--- config.mk ---
export PLATFORM = sky130hd
export DESIGN_NAME = hzrd_stall_ctrl
export DESIGN_NICKNAME = d
export VERILOG_FILES = /design/src/rtl/hzrd_stall_ctrl.sv
export SDC_FILE = /design/constraint.sdc
export NUM_CORES = 1
export LEC_CHECK = 0
export CAP_MARGIN = 20
export CORE_ASPECT_RATIO = 0.75
export CORE_MARGIN = 10
export CORE_UTILIZATION = 47
export CTS_BUF_LIST = sky130_fd_sc_hd__clkbuf_16
export DETAILED_ROUTE_END_ITERATION = 8
export GPL_TIMING_DRIVEN = 0
export MAX_ROUTING_LAYER = met4
export PLACE_DENSITY_LB_ADDON = 0.12
export SYNTH_ARGS = -nofsm -noshare
export SYNTH_HDL_FRONTEND = slang
export SYNTH_SLANG_ARGS = --single-unit
--- constraint.sdc ---
create_clock -name clk -period 2.4 [get_ports clk]
set_input_delay 0.24 -clock clk [delete_from_list [all_inputs] [get_ports clk]]
set_output_delay 0.24 -clock clk [all_outputs]
set_load 0.05 [all_outputs]
--- src/rtl/hzrd_stall_ctrl.sv ---
// Load-use / RAW hazard detector with a multi-cycle stall FSM for slow memories, plus perf counters.
// Latency: hazard/bubble are combinational from ID/EXE/MEM fields; the stall extends MEM_LAT cycles past detection.
// Backpressure: hazard freezes PC and IF/ID; bubble squashes ID/EXE; flush overrides both in any state.
module hzrd_stall_ctrl #(
    parameter int RW      = 4,
    parameter int MEM_LAT = 0,
    parameter int CW      = 3,
    parameter int PW      = 16
) (
    input  logic          clk,
    input  logic          rst,
    input  logic [RW-1:0] src1,
    input  logic [RW-1:0] src2,
    input  logic          src1_vld,
    input  logic          src2_vld,
    input  logic [RW-1:0] exe_dest,
    input  logic          exe_wb_en,
    input  logic          exe_mem_r_en,
    input  logic [RW-1:0] mem_dest,
    input  logic          mem_wb_en,
    input  logic          forward_en,
    input  logic          flush,
    output logic          hazard,
    output logic          bubble,
    output logic [PW-1:0] stall_cycles,
    output logic [PW-1:0] hazard_events
);

    typedef enum logic {RUN, STALL} state_t;

    localparam logic [CW-1:0] LAT_LOAD = CW'(MEM_LAT);
    localparam logic [CW-1:0] CNT_ONE  = CW'(1);
    localparam bit            HAS_LAT  = (MEM_LAT > 0);

    state_t        state, state_nxt;
    logic [CW-1:0] cnt, cnt_nxt;

    logic m1x, m2x, m1m, m2m;
    logic raw;

    assign m1x = src1_vld & (src1 == exe_dest);
    assign m2x = src2_vld & (src2 == exe_dest);
    assign m1m = src1_vld & (src1 == mem_dest);
    assign m2m = src2_vld & (src2 == mem_dest);

    // With forwarding only a load in EXE cannot be bypassed in time.
    assign raw = forward_en ? (exe_mem_r_en & exe_wb_en & (m1x | m2x))
                            : ((exe_wb_en & (m1x | m2x)) | (mem_wb_en & (m1m | m2m)));

    always_ff @(posedge clk or negedge rst) begin
        if (!rst) begin
            state         <= RUN;
            cnt           <= '0;
            stall_cycles  <= '0;
            hazard_events <= '0;
        end else begin
            state <= state_nxt;
            cnt   <= cnt_nxt;
            if (hazard && stall_cycles != '1)
                stall_cycles <= stall_cycles + PW'(1);
            if (hazard && state == RUN && hazard_events != '1)
                hazard_events <= hazard_events + PW'(1);
        end
    end

    always_comb begin
        state_nxt = state;
        cnt_nxt   = cnt;
        if (flush) begin
            state_nxt = RUN;
            cnt_nxt   = '0;
        end else begin
            case (state)
                RUN: begin
                    if (HAS_LAT && forward_en && raw) begin
                        state_nxt = STALL;
                        cnt_nxt   = LAT_LOAD;
                    end
                end
                STALL: begin
                    // forward_en is deliberately ignored here: the countdown always completes.
                    cnt_nxt = cnt - CNT_ONE;
                    if (cnt == CNT_ONE) begin
                        state_nxt = RUN;
                        cnt_nxt   = '0;
                    end
                end
                default: begin
                    state_nxt = RUN;
                    cnt_nxt   = '0;
                end
            endcase
        end
    end

    always_comb begin
        hazard = 1'b0;
        if (rst && !flush) begin
            case (state)
                RUN:     hazard = raw;
                STALL:   hazard = 1'b1;
                default: hazard = 1'b0;
            endcase
        end
        bubble = hazard;
    end

endmodule

==> results.toml <==
[synthesis]
ys_types = 29
synth_area_leader_cell = "dfrtp_1"
synthArstFlopShare = 1.000
ys.flop_type = "dfrtp_1"
ys_warn_count = 0
synth_top_area_share = 0.4633
synth_nets = 209
synthCells = 180
yosysMostFrequentCell = "dfrtp_1"
yosysSeqAreaShare = 0.4633
netlist_area_mm2 = 0.001944
ys_ff_latch = 36
synth.top_cells.by_count = "dfrtp_1 (36), xnor2_1 (34), nand4_1 (18)"
synth_area_per_cell_um2 = 10.80
synth_edf_count = 0
synth.top_cells.by_area = "dfrtp_1 (46%), xnor2_1 (15%), nand4_1 (5.8%), xor2_1 (4.5%), nand3_1 (3.1%)"

[clock_network]
clockBufferDepth = 2
clkLatencyLatePin_ps = 270
root_buffer = "clkbuf_16"
clkSinkCount = 36
htreeDepth = 2
cts_buffers = 5
cts_tree = "yes"
cts.reportedPaths.clkPinSlew_ps = 60

[critical_path]
critPathKind = "input port to output port"
start_kind = "input port"
critical_path_arrival_ps = 2090
worstPathMaxFanout = 5
critPathRequiredTime_ps = 2160
end_kind = "output port"

[detailed_routing]
drt_iter0_drc = 65
drc = 0
ant_nets = 0
finalWirelength_um = 4891
vias = 1584
vias_per_cell = 5.160
drt-met1-wl_um = 2258
wl_met3_um = 288
dr.max_layer_used = "met4"
wl_per_cell_um = 15.93
dr.pass1.iters = 4
wl_met2_um = 2316

[power]
p_leak_nw = 1.202
power_density_mw_per_mm2 = 602.3
finalPower_mw = 1.733
max-vdd-ir-drop_mv = 0.6021

[timing]
final-max-slew-violation-count = 0
tns_ps = 0
slew_headroom = 0.6428
hold_violations = 0
tightest_slew_ps = 534.2
setup_viol = 0
period_share = 0.9714
clock_skew_ps = 4.251
fin_crit_ps = 2331
max_clock_freq_mhz = 429.0

[placement]
place_hpwl_um = 3569
gp_congestion = 0.8140
port_buffers = 58
placed_area_mm2 = 0.002589

[final_layout]
post-route-cell-area_mm2 = 0.002878
final-seq-area_um2 = 900.9
nets = 280
final_layout_size_suffix_gt1_frac = 0.1429
synthToLayoutAreaGrowth_pct = 48.01
num_antenna_cells = 0
multiInputGateArea_mm2 = 0.001052
fillers = 285

[min_path]
hold_class = "register to register"

[die]
die_area_mm2 = 0.007136
coreArea_mm2 = 0.004029
fp.dieW_um = 94.27
die_h_um = 75.70
rows = 20
start_util = 0.4826
pin_count = 59

[global_routing]
grtUsageTotal = 0.1393
grt_overflow = 0
grt_pass1_wl_um = 7714
grt_max_degree = 38
antenna_found_initial = 0
grt_pass1_vias = 1574

[run]
max_cap_violations = 0

[status]
status = "completed"
==> stage by stage <==
stage,setup slack (ps),util,instances,hold WS (ps)
final,68.76,0.7143,307,493.4
after global routing,-11.56,0.7143,307,504.7
after CTS,6.819,0.6894,302,84.46
after detailed placement,-792.1,0.6425,293,367.6
after global placement,-1361,0.6438,293,479.4
after floorplan,202.4,-,180,-55.59
==> layout make-up <==
class / instances / area share
multi-input combinational: 135 / 0.3657
sequential: 36 / 0.3130
timing repair buffer: 64 / 0.2209
clock buffer: 5 / 0.04348
tap: 55 / 0.02391
clock inverter: 3 / 0.01348
buffer: 4 / 0.01304
inverter: 5 / 0.006522
==> what timing repair did <==
item | 4_1_cts | 5_1_grt
pin swaps | 1 | 3
buffers inserted | 1 | 2
endpoints found under the hold margin | 0 | 11
endpoints found under the setup margin | 2 | 23
hold buffers | 0 | 3
resized for setup | 12 | 14
==> registers in the layout, summed over array words and instances, names as in the netlist <==
| name | count |
|---|---|
| state | 1 |
| stall_cycles | 16 |
| hazard_events | 16 |
| cnt | 3 |
==> routing by layer <==
metal  vias up  track usage
met1       772       0.1838
met3         5      0.04331
met2        39       0.2097
met5         -            -
met4         0      0.02017
li1        768            -
==> cells in the final DEF (no fill, tap or decap), drive strengths merged, types with 2 or more instances in the layout <==
cell type / netlist / final
xnor2: 34 / 34
o21ai: 2 / 2
clkbuf: 0 / 7
ha: 4 / 4
nand3: 12 / 12
nor4: 4 / 4
nand2: 13 / 13
inv: 5 / 6
xor2: 10 / 10
buf: 4 / 9
nand4: 19 / 19
and3: 9 / 9
clkdlybuf4s50: 0 / 54
mux2: 5 / 5
dfrtp: 36 / 36
and2: 3 / 3
dlygate4sd3: 0 / 2
a211oi: 2 / 2
nor2: 6 / 6
nor3: 4 / 4
a21oi: 2 / 2
==> worst paths after layout <==
| path | start | endpoint | slack, ps | depth (start not counted) |
|---|---|---|---|---|
| worst max-delay path | src1[1] | hazard | 70 | 8 |
| worst min-delay path | hazard_events[9] | hazard_events[9] | 490 | 1 |
| worst max register to register | hazard_events[0] | hazard_events[7] | 340 | 9 |
| worst min register to register | hazard_events[9] | hazard_events[9] | 490 | 1 |
| max in group asynchronous | rst | hazard_events[0] | 980 | 3 |
| min in group asynchronous | rst | hazard_events[6] | 500 | 3 |
==> critical path: stages <==
cell and delay [ps]:
clkdlybuf4s50_1 560, xor2_2 220, nor4_4 80, nor4_4 340, nand2_2 140, and2_1 190, buf_4 120, clkbuf_4 200
==> report_power, final <==
group	switching (mW)	internal [mW]
clock network	0.237	0.484
logic	0.192	0.136
registers	0.0483	0.636
==> cells by family after synthesis <==
| logic type | synth area share |
|---|---|
| simple gates | 0.2381 |
| xor+xnor | 0.1982 |
| flops | 0.4633 |
| buf+inv | 0.02767 |
| compound gates | 0.01802 |
| mux | 0.02896 |
| fa+ha+maj | 0.02574 |
(Power assumes the default switching activity.)
